[config.mk]
export PLATFORM = sky130hd
export DESIGN_NAME = dense_network_sequencer
export DESIGN_NICKNAME = d
export VERILOG_FILES = /design/src/rtl/nn_ctrl_pkg.sv /design/src/rtl/layer_watchdog.sv /design/src/rtl/dense_network_sequencer.sv
export SDC_FILE = /design/constraint.sdc
export NUM_CORES = 1
export LEC_CHECK = 0
export ABC_AREA = 1
export CAP_MARGIN = 20
export CORE_ASPECT_RATIO = 1.5
export CORE_MARGIN = 5
export CORE_UTILIZATION = 59
export DETAILED_ROUTE_END_ITERATION = 16
export PLACE_DENSITY = 0.83
export SLEW_MARGIN = 20
export SYNTH_ARGS = -nofsm -noshare
export SYNTH_HDL_FRONTEND = slang
export SYNTH_SLANG_ARGS = --single-unit
[constraint.sdc]
create_clock -name clk -period 4.57 [get_ports clk]
set_input_delay 0.914 -clock clk [delete_from_list [all_inputs] [get_ports clk]]
set_output_delay 0.914 -clock clk [all_outputs]
set_load 0.1 [all_outputs]
[src/rtl/nn_ctrl_pkg.sv]
// Shared control definitions for the dense-network sequencer and its helpers.
package nn_ctrl_pkg;

  typedef enum logic [2:0] {
    IDLE  = 3'd0,
    CLEAR = 3'd1,
    RUN   = 3'd2,
    HOLD  = 3'd3,
    ERROR = 3'd4
  } seq_state_e;

  // Index width that stays at least one bit wide for single-entry arrays.
  function automatic int idx_width(input int n);
    return (n > 1) ? $clog2(n) : 1;
  endfunction

  localparam int DEFAULT_IDX_W = idx_width(3);

endpackage

[src/rtl/layer_watchdog.sv]
// Per-layer watchdog: counts RUN cycles starting at 1 and flags when the
// current cycle is the TIMEOUT-th one.
module layer_watchdog import nn_ctrl_pkg::*; #(
  parameter int TIMEOUT = 1024
) (
  input  logic clk,
  input  logic reset,
  input  logic clear,
  input  logic count_en,
  output logic expired
);

  localparam int WD_W = $clog2(TIMEOUT + 1);

  logic [WD_W-1:0] cnt_r;

  // Clear preloads 1 so the first enabled cycle already reads as count 1.
  always_ff @(posedge clk) begin
    if (!reset) begin
      cnt_r <= WD_W'(1);
    end else if (clear) begin
      cnt_r <= WD_W'(1);
    end else if (count_en && (cnt_r != WD_W'(TIMEOUT))) begin
      cnt_r <= cnt_r + WD_W'(1);
    end else begin
      cnt_r <= cnt_r;
    end
  end

  assign expired = count_en && (cnt_r == WD_W'(TIMEOUT));

endmodule

[src/rtl/dense_network_sequencer.sv]
// Sequences a chain of dense layers: reset pulse, enable until done, then the
// next layer; watchdog per layer and a valid/ready result handshake.
module dense_network_sequencer import nn_ctrl_pkg::*; #(
  parameter int NUM_LAYERS = 3,
  parameter int TIMEOUT    = 1024,
  parameter int CNT_W      = 32,
  localparam int IDX_W     = idx_width(NUM_LAYERS)
) (
  input  logic                  clk,
  input  logic                  reset,
  input  logic                  start,
  input  logic                  abort,
  input  logic [NUM_LAYERS-1:0] layer_done_i,
  output logic [NUM_LAYERS-1:0] layer_en_o,
  output logic [NUM_LAYERS-1:0] layer_rst_o,
  output logic [IDX_W-1:0]      cur_layer,
  output logic                  busy,
  output logic                  result_valid,
  input  logic                  result_ready,
  output logic                  error,
  output logic [CNT_W-1:0]      pass_cycles
);

  localparam logic [IDX_W-1:0] LAST_IDX = IDX_W'(NUM_LAYERS - 1);
  localparam logic [CNT_W-1:0] CNT_MAX  = {CNT_W{1'b1}};

  seq_state_e state_r;
  logic       run_s;
  logic       expired_s;
  logic       done_cur_s;

  function automatic logic [NUM_LAYERS-1:0] onehot(input logic [IDX_W-1:0] idx);
    logic [NUM_LAYERS-1:0] v;
    v      = {NUM_LAYERS{1'b0}};
    v[idx] = 1'b1;
    return v;
  endfunction

  assign run_s      = (state_r == RUN);
  assign done_cur_s = layer_done_i[cur_layer];

  layer_watchdog #(.TIMEOUT(TIMEOUT)) u_watchdog (
    .clk      (clk),
    .reset    (reset),
    .clear    (!run_s),
    .count_en (run_s),
    .expired  (expired_s)
  );

  // Moore FSM: state, layer index, cycle counter and all registered outputs.
  always_ff @(posedge clk) begin
    if (!reset) begin
      state_r      <= IDLE;
      layer_en_o   <= {NUM_LAYERS{1'b0}};
      layer_rst_o  <= {NUM_LAYERS{1'b0}};
      cur_layer    <= {IDX_W{1'b0}};
      busy         <= 1'b0;
      result_valid <= 1'b0;
      error        <= 1'b0;
      pass_cycles  <= {CNT_W{1'b0}};
    end else begin
      // Pulses and enables are rebuilt every cycle from the destination state.
      layer_en_o  <= {NUM_LAYERS{1'b0}};
      layer_rst_o <= {NUM_LAYERS{1'b0}};
      if (((state_r == CLEAR) || run_s) && (pass_cycles != CNT_MAX)) begin
        pass_cycles <= pass_cycles + CNT_W'(1);
      end else begin
        pass_cycles <= pass_cycles;
      end

      if (abort && (state_r != IDLE)) begin
        // Abort resets every layer at once and parks in IDLE.
        state_r      <= IDLE;
        layer_rst_o  <= {NUM_LAYERS{1'b1}};
        busy         <= 1'b0;
        result_valid <= 1'b0;
        error        <= 1'b0;
      end else begin
        case (state_r)
          IDLE: begin
            if (start) begin
              state_r     <= CLEAR;
              cur_layer   <= {IDX_W{1'b0}};
              pass_cycles <= {CNT_W{1'b0}};
              layer_rst_o <= onehot({IDX_W{1'b0}});
              busy        <= 1'b1;
            end else begin
              state_r <= IDLE;
            end
          end
          CLEAR: begin
            state_r    <= RUN;
            layer_en_o <= onehot(cur_layer);
          end
          RUN: begin
            // Done wins over a simultaneous watchdog expiry.
            if (done_cur_s && (cur_layer == LAST_IDX)) begin
              state_r      <= HOLD;
              busy         <= 1'b0;
              result_valid <= 1'b1;
            end else if (done_cur_s) begin
              state_r     <= CLEAR;
              cur_layer   <= cur_layer + IDX_W'(1);
              layer_rst_o <= onehot(cur_layer + IDX_W'(1));
            end else if (expired_s) begin
              state_r <= ERROR;
              busy    <= 1'b0;
              error   <= 1'b1;
            end else begin
              layer_en_o <= onehot(cur_layer);
            end
          end
          HOLD: begin
            if (result_ready) begin
              state_r      <= IDLE;
              result_valid <= 1'b0;
            end else begin
              state_r <= HOLD;
            end
          end
          ERROR: begin
            if (start) begin
              state_r     <= CLEAR;
              cur_layer   <= {IDX_W{1'b0}};
              pass_cycles <= {CNT_W{1'b0}};
              layer_rst_o <= onehot({IDX_W{1'b0}});
              busy        <= 1'b1;
              error       <= 1'b0;
            end else begin
              state_r <= ERROR;
            end
          end
          default: begin
            state_r      <= IDLE;
            busy         <= 1'b0;
            result_valid <= 1'b0;
            error        <= 1'b0;
          end
        endcase
      end
    end
  end

endmodule

==> metrics.txt <==
Antenna Cells 0; vias in the first global route 3,418; Syn Std Cell Area 3500 sq um; # DRC 0; Sequential Power Share 0.395; clock-pin slew on the worst setup and hold paths 0.07 ns; pwr dens 315 nW/um^2; core area 5790 sq um; Bufs on Longest Clock Path 2; R2R setup slack 2.64 ns; footprint of the multi-input gates 2050 sq um; Final Hold Slack 0.462 ns; R2R Path End pass_cycles[8]; # fillers 513; synthesized area per cell 6.26 sq um; CP Cell Sequence clkdlybuf4s50_1; first-pass GRT wire length 15,300 microns; dpl hpwl 6940 microns; gp weighted congestion 0.903; postcts setup bufs 0; Clock Power Share 0.376; # IOs 51; row count 34; simple-gate area share of the yosys netlist 0.457; Top delay family on crit path buffers and inverters; crit path time final 2.94 ns; Int Power 0.000882 W; CTS sink count 57; hold path depth 2; multiplexer area fraction after synthesis 0; CP Data Required Time 3.66 ns; largest net degree at the start of global routing 29; Crit Path Max Fanout 6; Post-CTS Hold Fix Bufs 0; setup TNS 0 ns; port bufs 50; reg2reg path depth 11; cts bufs inserted 9; Slew Limit Fails 0; share of cells above drive strength 1 0.0729; CTS tree yes; DRT antenna net count 0; Switching Fraction 0.339; Max rail drop VDD 0.267 mV; clock skew 0.0133 ns; NetSw 0.000453 W; Total GRT Usage 0.252; Yosys cell types 31; CP Launch Point pass_cycles[12]; Iter 0 DRT Violations 199; Post-Synthesis Cells 558; RSZ-0062 raised after global routing no; Post-Synth XOR/XNOR Area 0.0175; max incr delay on CP 1.19 ns; Clock Latency Late Sink 0.35 ns; Die ar. 7600 sq um; Seq. cell area 1140 sq um; iteration count of the initial detailed-routing pass 5; Via density 5.29; critical path capture point type output port; Initial Utilization 0.604; Detailed Route WL 9270 microns; outcome completed; via count 3,648; Fin. Hold Viols 0; Layout area overhead 21.1%; max-cap violations 0; hold crit path type reg -> reg; crit path DAT 2.02 ns; Setup CP Type reg -> out; antenna violations before repair 0; synthesized-area fraction occupied by adder cells 0.0322; normalized max-slew margin 0.324; CTS Root Cell clkbuf_8; yosys warns 0; largest family of logic cells by synthesized area simple AND/OR/NAND/NOR gates; wire per inst 13.5 microns; #FFs+latches synth 57; Compound-Gate Fraction of Synth Area 0.0812; type of origin of the critical path flop; Logic pwr share 0.229; Die H 104 microns; fmax 0.340 GHz; Slew @ Worst Pin 1.01 ns; Pleak 1.64 nW; Reg-to-Reg Start pass_cycles[1]; critical path depth 1; # setup viols final 0; total chip power 0.00134 W; fin nets 629; gr ovfl total 0; Syn Nets 575; CTS resizes 0; H-tree depth 3; die width 72.9 microns; WP buf/inv 1; Critical Path Sink pass_cycles[12]; register area share after synthesis 0.326; final worst-path cycle share 0.643; Slowest-stage cell, CP clkdlybuf4s50_1
-- worst min path at each step --
| stage | to | slack [ns] | from |
|---|---|---|---|
| 6_report | error | 0.46 | error |
| 3_3_place_gp | result_valid | 0.45 | result_valid |
| 2_1_floorplan | u_watchdog.cnt_r[8] | 0.44 | u_watchdog.cnt_r[8] |
| 4_1_cts | result_valid | 0.46 | result_valid |
| 5_1_grt | error | 0.50 | error |
| 3_5_place_dp | result_valid | 0.45 | result_valid |
-- power groups by stage --
stage,registers [W],logic (W),clock network (W)
6_report,0.000527,0.000306,0.000502
5_1_grt,0.000530,0.000329,0.000528
4_1_cts,0.000528,0.000303,0.000509
3_5_place_dp,0.000539,0.000302,0
3_3_place_gp,0.000538,0.000298,0
2_1_floorplan,0.000629,0.000149,0
-- metrics by stage --
step	utilization	cells	worst slack (ns)	instance area, sq um
3_3_place_gp	0.696	673	2.01	4030
6_report	0.732	689	1.63	4230
4_1_cts	0.732	689	1.63	4230
3_5_place_dp	0.696	673	2.01	4030
5_1_grt	0.732	689	1.60	4230
2_1_floorplan	-	558	2.21	3500
-- routing by layer --
layer,up-vias,GRT usage,part of all wire
li1,1860,-,-
met1,1661,0.247,0.37
met2,108,0.478,0.55
met3,19,0.0600,0.053
met4,0,0.109,0.024
met5,-,0,0
-- cells by family after synthesis --
kind of cell / Yosys count
adders and majority gates: 9
xor gates and xnor gates: 7
buffers and inverters: 71
AOI/OAI and AO/OA: 46
DFF: 57
and+or+nand+nor: 368
-- area by class of cell --
type / count / share of cell area
clock buffers: 14 / 0.0408
clock inverters: 2 / 0.00827
inverters: 64 / 0.0567
multi-input cells: 430 / 0.485
flip-flops and latches: 57 / 0.270
well taps: 72 / 0.0213
repair buffers: 50 / 0.118
-- synth_stat cells (all sizes together) --
cell / instances / area share
o21ai: 6 / 0.012
ha: 9 / 0.032
o21bai: 2 / 0.0043
a21oi: 34 / 0.057
inv: 64 / 0.069
nand3: 43 / 0.072
nor2: 106 / 0.13
a31oi: 2 / 0.0036
dfxtp: 57 / 0.33
and3: 1 / 0.0018
xor2: 5 / 0.013
nand3b: 2 / 0.0043
buf: 7 / 0.017
a211oi: 1 / 0.0021
nand2: 196 / 0.22
nand4: 10 / 0.018
xnor2: 2 / 0.0050
nor3: 10 / 0.014
o21a: 1 / 0.0021
-- registers in the layout (all words and copies together) (netlist names) --
name	count
u_watchdog.cnt_r	11
state_r	3
error	1
layer_rst_o	3
pass_cycles	32
result_valid	1
cur_layer	2
busy	1
layer_en_o	3
-- layout by cell type, fill, tap and decap left out, types with 5 or more instances in the layout --
cell and instances:
nand2_1 190, nor2_1 97, inv_1 61, dfxtp_1 57, clkdlybuf4s50_1 50, nand3_1 37
a21oi_1 28, clkbuf_8 12, nand4_1 10, nor3_1 10, ha_1 9, nor2_2 6
a21oi_2 5, nand3_2 5, xor2_1 5, o21ai_0 5
Power figures use the tool's default switching activity.
